===== src/rtl/uart_pkt_pkg.sv =====
// Shared definitions for the UART packet receive controller.
// Build option: UART_PKT_CHK_EN adds the trailing checksum byte and its CHK state.
package uart_pkt_pkg;

  // Default start-of-frame byte
  localparam logic [7:0] HDR_BYTE_DEF = 8'hA5;

  // Error causes reported on Err_Code
  localparam logic [1:0] ERR_NONE = 2'd0;
  localparam logic [1:0] ERR_CHK  = 2'd1;
  localparam logic [1:0] ERR_TMO  = 2'd2;
  localparam logic [1:0] ERR_OVF  = 2'd3;

  // Frame sequencer states
  typedef enum logic [1:0] {
    ST_IDLE    = 2'd0,
    ST_LEN     = 2'd1,
`ifdef UART_PKT_CHK_EN
    ST_PAYLOAD = 2'd2,
    ST_CHK     = 2'd3
`else
    ST_PAYLOAD = 2'd2
`endif
  } state_t;

  // Running XOR checksum step
  function automatic logic [7:0] chk_update(input logic [7:0] acc, input logic [7:0] b);
    return acc ^ b;
  endfunction

endpackage


===== src/rtl/uart_pkt_rx_ctrl_if.sv =====
// Byte-in / packet-out signal bundle for uart_pkt_rx_ctrl.
// slave: the controller. master: UART receiver plus packet consumer side.
interface uart_pkt_rx_ctrl_if;
  logic [7:0] Rx_Data;
  logic       Rx_Done;
  logic [7:0] Pkt_Data;
  logic       Pkt_Last;
  logic       Pkt_Valid;
  logic       Pkt_Ready;
  logic       Pkt_Ok;
  logic       Pkt_Err;
  logic [1:0] Err_Code;

  modport slave (
    input  Rx_Data, Rx_Done, Pkt_Ready,
    output Pkt_Data, Pkt_Last, Pkt_Valid, Pkt_Ok, Pkt_Err, Err_Code
  );

  modport master (
    output Rx_Data, Rx_Done, Pkt_Ready,
    input  Pkt_Data, Pkt_Last, Pkt_Valid, Pkt_Ok, Pkt_Err, Err_Code
  );
endinterface


===== src/rtl/uart_pkt_buf.sv =====
// Staging buffer with three pointers: wr (speculative frame end), commit
// (end of validated data) and rd (consumer head). Only committed entries are
// visible to the reader; rollback discards everything past commit.
module uart_pkt_buf #(
  parameter int AW = 4
) (
  input  logic       Clk,
  input  logic       Reset_n,
  input  logic       wr_en,
  input  logic [8:0] wr_data,   // {last, byte}
  input  logic       commit,
  input  logic       rollback,
  input  logic       rd_en,
  output logic [7:0] rd_data,
  output logic       rd_last,
  output logic       full,
  output logic       valid
);

  localparam int DEPTH = 2 ** AW;
  localparam logic [AW:0] DEPTH_P = DEPTH[AW:0];

  logic [AW:0] wr_ptr_reg;
  logic [AW:0] commit_ptr_reg;
  logic [AW:0] rd_ptr_reg;
  logic [8:0]  mem [DEPTH];
  logic [8:0]  rd_entry;
  logic        wr_fire;

  // Full uses pre-read pointers so a same-cycle read never frees a slot for the write
  assign full    = ((wr_ptr_reg - rd_ptr_reg) == DEPTH_P);
  assign valid   = (rd_ptr_reg != commit_ptr_reg);
  assign wr_fire = wr_en && !full;

  // Head entry is masked to zero when nothing committed is waiting
  assign rd_entry = mem[rd_ptr_reg[AW-1:0]];
  assign rd_data  = valid ? rd_entry[7:0] : 8'h00;
  assign rd_last  = valid ? rd_entry[8]   : 1'b0;

  // Storage write; array left unreset so it maps onto RAM
  always_ff @(posedge Clk) begin
    if (wr_fire) mem[wr_ptr_reg[AW-1:0]] <= wr_data;
  end

  // Pointer update; commit includes a write landing in the same cycle
  always_ff @(posedge Clk or negedge Reset_n) begin
    if (!Reset_n) begin
      wr_ptr_reg     <= '0;
      commit_ptr_reg <= '0;
      rd_ptr_reg     <= '0;
    end else begin
      if (rollback)     wr_ptr_reg <= commit_ptr_reg;
      else if (wr_fire) wr_ptr_reg <= wr_ptr_reg + (AW+1)'(1);
      if (commit)       commit_ptr_reg <= wr_ptr_reg + (AW+1)'(wr_fire);
      if (rd_en && valid) rd_ptr_reg <= rd_ptr_reg + (AW+1)'(1);
    end
  end

endmodule


===== src/rtl/uart_pkt_rx_ctrl.sv =====
// Frame sequencer: HDR, LEN, LEN payload bytes [, CHK]. Payload is staged in
// uart_pkt_buf and only committed once the frame completes cleanly; checksum
// mismatch, inter-byte timeout and buffer overflow roll the frame back.
// Build option: UART_PKT_CHK_EN enables the trailing XOR checksum byte.
module uart_pkt_rx_ctrl
  import uart_pkt_pkg::*;
#(
  parameter logic [7:0] HDR_BYTE    = HDR_BYTE_DEF,
  parameter int         FIFO_AW     = 4,
  parameter int         TIMEOUT_CYC = 50000
) (
  input  logic               Clk,
  input  logic               Reset_n,
  uart_pkt_rx_ctrl_if.slave  bus
);

  localparam int TW = $clog2(TIMEOUT_CYC + 1);
  localparam logic [TW-1:0] TMO_LAST = TW'(TIMEOUT_CYC - 1);

  state_t        state_reg, state_next;
  logic [7:0]    len_reg, len_next;
  logic [7:0]    byte_cnt_reg, byte_cnt_next;
  logic [TW-1:0] tmo_reg, tmo_next;
  logic          pkt_ok_reg, pkt_ok_next;
  logic          pkt_err_reg, pkt_err_next;
  logic [1:0]    err_code_reg, err_code_next;
`ifdef UART_PKT_CHK_EN
  logic [7:0]    chk_reg, chk_next;
`endif

  logic       buf_wr;
  logic [8:0] buf_wdata;
  logic       buf_commit;
  logic       buf_rollback;
  logic       buf_full;
  logic       buf_valid;
  logic       last_byte;
  logic       timeout_hit;

  uart_pkt_buf #(.AW(FIFO_AW)) u_buf (
    .Clk      (Clk),
    .Reset_n  (Reset_n),
    .wr_en    (buf_wr),
    .wr_data  (buf_wdata),
    .commit   (buf_commit),
    .rollback (buf_rollback),
    .rd_en    (bus.Pkt_Ready),
    .rd_data  (bus.Pkt_Data),
    .rd_last  (bus.Pkt_Last),
    .full     (buf_full),
    .valid    (buf_valid)
  );

  assign bus.Pkt_Valid = buf_valid;
  assign bus.Pkt_Ok    = pkt_ok_reg;
  assign bus.Pkt_Err   = pkt_err_reg;
  assign bus.Err_Code  = err_code_reg;

  // PAYLOAD is only entered with len >= 1, so len-1 never underflows there
  assign last_byte   = (byte_cnt_reg == (len_reg - 8'd1));
  // A byte arriving on the expiry cycle wins over the timeout
  assign timeout_hit = (state_reg != ST_IDLE) && !bus.Rx_Done && (tmo_reg == TMO_LAST);

  // State and status registers
  always_ff @(posedge Clk or negedge Reset_n) begin
    if (!Reset_n) begin
      state_reg    <= ST_IDLE;
      len_reg      <= '0;
      byte_cnt_reg <= '0;
      tmo_reg      <= '0;
      pkt_ok_reg   <= 1'b0;
      pkt_err_reg  <= 1'b0;
      err_code_reg <= ERR_NONE;
`ifdef UART_PKT_CHK_EN
      chk_reg      <= '0;
`endif
    end else begin
      state_reg    <= state_next;
      len_reg      <= len_next;
      byte_cnt_reg <= byte_cnt_next;
      tmo_reg      <= tmo_next;
      pkt_ok_reg   <= pkt_ok_next;
      pkt_err_reg  <= pkt_err_next;
      err_code_reg <= err_code_next;
`ifdef UART_PKT_CHK_EN
      chk_reg      <= chk_next;
`endif
    end
  end

  // Next-state, buffer control and commit/rollback decisions
  always_comb begin
    state_next    = state_reg;
    len_next      = len_reg;
    byte_cnt_next = byte_cnt_reg;
    pkt_ok_next   = 1'b0;
    pkt_err_next  = 1'b0;
    err_code_next = err_code_reg;
    buf_wr        = 1'b0;
    buf_wdata     = {last_byte, bus.Rx_Data};
    buf_commit    = 1'b0;
    buf_rollback  = 1'b0;
`ifdef UART_PKT_CHK_EN
    chk_next      = chk_reg;
`endif
    // Idle counter only runs inside a frame and restarts on every byte
    if (state_reg == ST_IDLE || bus.Rx_Done) tmo_next = '0;
    else                                     tmo_next = tmo_reg + TW'(1);

    if (timeout_hit) begin
      buf_rollback  = 1'b1;
      pkt_err_next  = 1'b1;
      err_code_next = ERR_TMO;
      tmo_next      = '0;
      state_next    = ST_IDLE;
    end else if (bus.Rx_Done) begin
      case (state_reg)
        ST_IDLE: begin
          if (bus.Rx_Data == HDR_BYTE) state_next = ST_LEN;
        end
        ST_LEN: begin
          len_next      = bus.Rx_Data;
          byte_cnt_next = '0;
`ifdef UART_PKT_CHK_EN
          chk_next      = bus.Rx_Data;
          state_next    = (bus.Rx_Data == 8'd0) ? ST_CHK : ST_PAYLOAD;
`else
          if (bus.Rx_Data == 8'd0) begin
            buf_commit  = 1'b1;
            pkt_ok_next = 1'b1;
            state_next  = ST_IDLE;
          end else begin
            state_next  = ST_PAYLOAD;
          end
`endif
        end
        ST_PAYLOAD: begin
          if (buf_full) begin
            buf_rollback  = 1'b1;
            pkt_err_next  = 1'b1;
            err_code_next = ERR_OVF;
            state_next    = ST_IDLE;
          end else begin
            buf_wr        = 1'b1;
            byte_cnt_next = byte_cnt_reg + 8'd1;
`ifdef UART_PKT_CHK_EN
            chk_next      = chk_update(chk_reg, bus.Rx_Data);
            if (last_byte) state_next = ST_CHK;
`else
            if (last_byte) begin
              buf_commit  = 1'b1;
              pkt_ok_next = 1'b1;
              state_next  = ST_IDLE;
            end
`endif
          end
        end
`ifdef UART_PKT_CHK_EN
        ST_CHK: begin
          if (bus.Rx_Data == chk_reg) begin
            buf_commit    = 1'b1;
            pkt_ok_next   = 1'b1;
          end else begin
            buf_rollback  = 1'b1;
            pkt_err_next  = 1'b1;
            err_code_next = ERR_CHK;
          end
          state_next = ST_IDLE;
        end
`endif
        default: state_next = ST_IDLE;
      endcase
    end
  end

endmodule


===== src/flat_wrapper.sv =====
// flat-port wrapper written by rule: the top's interface ports become plain ports
module uart_pkt_rx_ctrl_flat import uart_pkt_pkg::*;
#(
  parameter logic [7:0] HDR_BYTE    = HDR_BYTE_DEF,
  parameter int         FIFO_AW     = 4,
  parameter int         TIMEOUT_CYC = 50000
)
  (Clk, Reset_n, bus_Rx_Data, bus_Rx_Done, bus_Pkt_Ready, bus_Pkt_Data, bus_Pkt_Last, bus_Pkt_Valid, bus_Pkt_Ok, bus_Pkt_Err, bus_Err_Code);
  uart_pkt_rx_ctrl_if bus_i ();
  input  logic Clk;
  input  logic Reset_n;
  input wire logic [$bits(bus_i.Rx_Data)-1:0] bus_Rx_Data;
  input wire logic [$bits(bus_i.Rx_Done)-1:0] bus_Rx_Done;
  input wire logic [$bits(bus_i.Pkt_Ready)-1:0] bus_Pkt_Ready;
  output wire logic [$bits(bus_i.Pkt_Data)-1:0] bus_Pkt_Data;
  output wire logic [$bits(bus_i.Pkt_Last)-1:0] bus_Pkt_Last;
  output wire logic [$bits(bus_i.Pkt_Valid)-1:0] bus_Pkt_Valid;
  output wire logic [$bits(bus_i.Pkt_Ok)-1:0] bus_Pkt_Ok;
  output wire logic [$bits(bus_i.Pkt_Err)-1:0] bus_Pkt_Err;
  output wire logic [$bits(bus_i.Err_Code)-1:0] bus_Err_Code;
  assign bus_i.Rx_Data = bus_Rx_Data;
  assign bus_i.Rx_Done = bus_Rx_Done;
  assign bus_i.Pkt_Ready = bus_Pkt_Ready;
  assign bus_Pkt_Data = bus_i.Pkt_Data;
  assign bus_Pkt_Last = bus_i.Pkt_Last;
  assign bus_Pkt_Valid = bus_i.Pkt_Valid;
  assign bus_Pkt_Ok = bus_i.Pkt_Ok;
  assign bus_Pkt_Err = bus_i.Pkt_Err;
  assign bus_Err_Code = bus_i.Err_Code;
  uart_pkt_rx_ctrl #(.HDR_BYTE(HDR_BYTE), .FIFO_AW(FIFO_AW), .TIMEOUT_CYC(TIMEOUT_CYC)) u_core (.Clk(Clk), .Reset_n(Reset_n), .bus(bus_i));
endmodule

===== config.mk =====
export PLATFORM = sky130hd
export DESIGN_NAME = uart_pkt_rx_ctrl_flat
export DESIGN_NICKNAME = d
export VERILOG_FILES = /design/src/rtl/uart_pkt_pkg.sv /design/src/rtl/uart_pkt_rx_ctrl_if.sv /design/src/rtl/uart_pkt_buf.sv /design/src/rtl/uart_pkt_rx_ctrl.sv /design/src/flat_wrapper.sv
export SDC_FILE = /design/constraint.sdc
export NUM_CORES = 1
export LEC_CHECK = 0
export ABC_AREA = 0
export CAP_MARGIN = 10
export CORE_ASPECT_RATIO = 0.7
export CORE_UTILIZATION = 30
export DETAILED_ROUTE_END_ITERATION = 10
export GPL_TIMING_DRIVEN = 0
export SLEW_MARGIN = 20
export SYNTH_ARGS = -nofsm -noshare
export SYNTH_HDL_FRONTEND = slang
export SYNTH_SLANG_ARGS = --single-unit

===== constraint.sdc =====
create_clock -name Clk -period 10.7 [get_ports Clk]
set_input_delay 2.14 -clock Clk [delete_from_list [all_inputs] [get_ports Clk]]
set_output_delay 2.14 -clock Clk [all_outputs]
set_load 0.02 [all_outputs]

==> results.ini <==
[run_status]
status=complete, no violations

[routing]
vias_per_cell=4.93
ant_nets=0
first_pass_iters=5
via_count=4818
routedWlPerCell_um=19.3
route.detailed.drc=0
drt_iter0_drc=467
wl_um=18900

[floorplanning]
die_x_um=205
num_io_pins=26
die_h_um=144
initial_core_util_pct=30.8
fp.dieArea_um2=29600
core_um2=28100
rows=51

[timing]
max_slew.worst_pin.slew_ns=1.03
fmax_mhz=175
fin_crit_ns=5.71
finalSetupViolCount=0
fin_crit_sh_pct=53.4
fin_tns_setup_ns=0
rsz0062_at_grt=no
relSlewSlack_pct=31.0
fin_skew_ns=0.0111
layout_setup_ws_ns=4.99
drv_slew=0
finalHoldViolCount=0

[logic_synthesis]
async_flop_share_pct=26.9
syn_avg_cell_area_um2=15.8
synth_area_um2=8680
synthFlopType=edfxtp_1
synth_warnings=0
seq_area_frac_synth_pct=65.1
synth_seq_cells=197
yosys.area.top_type=edfxtp_1
synthCells=548
netlist_top_cells_area=edfxtp_1, dfrtp_1, mux4_2, xnor2_1, ha_1
synth_fp_nets=577
synthDistinctLibCells=50
synth_top_area_share_pct=49.8
synth-edff-count=144

[worst_setup_path]
crit_type=reg2out
max_stage_delay_ns=0.73
cpMaxStageDelayCell=buf_1
crit_path_end_kind=output port
cp_data_arrival_time_ns=3.57
critPathRequiredTime_ns=8.56
path_delay_family=buffers and inverters
crit_chain=buf_1 -> mux4_2 -> mux4_2 -> nor2b_1 -> clkdlybuf4s50_1
worst-path-buf-inv=2
start_kind=flop
crit_fanout=10
reg2reg_slack_ns=6.27
cpMostUsedCell=mux4_2

[cells_and_area]
nNetsFinal=622
largest_reg_flops=144
layout_common_cells=edfxtp_1, dfrtp_1, mux4_2
final_common_cell=edfxtp_1
fillers=2627
diodes=0
area_growth_pct=15.4
drive_above_1_share_pct=17.2

[global_route]
grt_pass1_wl_um=29000
antenna_found_initial=0
grt_start_max_net_pins=54
grt_pass1_vias=4711
overflow=0
grt_use_total_pct=13.6

[power]
peakVddDrop_v=0.000100
p_per_area_nw_per_um2=247
design_power_total_uw=2470
leakagePower_uw=0.00345

[clock_tree]
cts_root_buf=clkbuf_16
cts_buffer_depth=2
clock-sinks=197
clk_pin_slew_ns=0.08
cts_setup_buffers=0
hold_buffers=0
cts_tree=done
cts_resized=0
htreeDepth=4
clock_latency_ns=0.45
cts_made_buffers=17

[placed_design]
dp_hpwl_um=12900
port-buffer-count=25
post-place-ws_ns=5.43
place.gp.congestion=0.756

[run]
cap_viol_max_count=0

[worst_hold_path]
hold_path_class=reg2reg

-- worst reg2reg max path: cells and delay by family (launching register included) --
family	cells	cell delay, ns
DFF	1	0.41
xor gates and xnor gates	1	0.07
buffers and inverters	4	1.25
and+or+nand+nor	3	0.44
AOI/OAI and AO/OA	2	1.06
adders and majority gates	3	0.83
muxes	1	0.26
-- final timing paths --
check	to	start	depth (start not counted)
setup / recovery	bus_Pkt_Data[7]	u_core.u_buf.rd_ptr_reg[0]	5
hold / removal	u_core.bus.Err_Code[1]	u_core.bus.Err_Code[1]	1
setup reg to reg	u_core.u_buf.commit_ptr_reg[4]	u_core.u_buf.rd_ptr_reg[2]	14
hold reg to reg	u_core.bus.Err_Code[1]	u_core.bus.Err_Code[1]	1
max in group asynchronous	u_core.len_reg[7]	Reset_n	1
min in group asynchronous	u_core.bus.Pkt_Ok	Reset_n	1
-- stage by stage --
stage / cells / hold slack, ns / instance area [µm²] / util (%)
final: 977 / 0.471 / 10000 / 35.6
after global routing: 977 / 0.519 / 10000 / 35.6
after CTS: 977 / 0.476 / 10000 / 35.6
after detailed placement: 945 / 0.458 / 9400 / 33.4
after global placement: 944 / 0.452 / 9390 / 33.4
after floorplan: 548 / 0.455 / 8680 / -
-- metal layers --
metal	GRT usage [%]	vias up	part of all wire (%)
li1	-	2196	-
met1	20.6	2504	51
met2	19.0	103	43
met3	3.11	15	4.7
met4	4.44	0	1.1
met5	0	-	0
-- layout make-up --
class	count	area, µm²	area share [%]
well taps	371	464	4.64
clock buffers	17	425	4.25
flip-flops and latches	197	5650	56.4
clock inverters	15	186	1.86
plain buffers	22	90.1	0.900
multi-input cells	308	2860	28.6
inverters	21	78.8	0.787
repair buffers	26	255	2.55
-- synthesized netlist by cell type, types with 3 or more instances --
master      n
dfrtp_1    53
buf_2       3
a211oi_1    7
o22ai_1     3
nor2b_1    12
buf_1       5
clkbuf_1   13
nand2_1    21
mux4_2     45
nand4_1     8
o21ai_0     7
nor4_1      3
xor2_1     13
ha_1       17
nor3_1      8
and2_1     16
nor2_1     31
nand3_1    19
inv_1      21
xnor2_1    26
a21oi_1    11
nand2b_1    4
mux2_2     15
or3_1       5
and3_1      8
edfxtp_1  144
-- logic make-up (layout without fill, tap and decap cells) --
family	count (synthesis)	after routing	share of synthesized area, %
fa+ha+maj	17	17	2.45
mux	62	62	13.9
xor+xnor	40	40	4.20
buf+inv	43	101	1.95
flops	197	197	65.1
simple gates	148	148	9.13
compound gates	41	41	3.32
-- power by group --
| group | internal (µW) | total, µW | switching, µW |
|---|---|---|---|
| registers | 883 | 948 | 65.4 |
| logic | 415 | 858 | 442 |
| clock network | 355 | 667 | 312 |
Note: power is estimated with default switching activity, not from simulation.
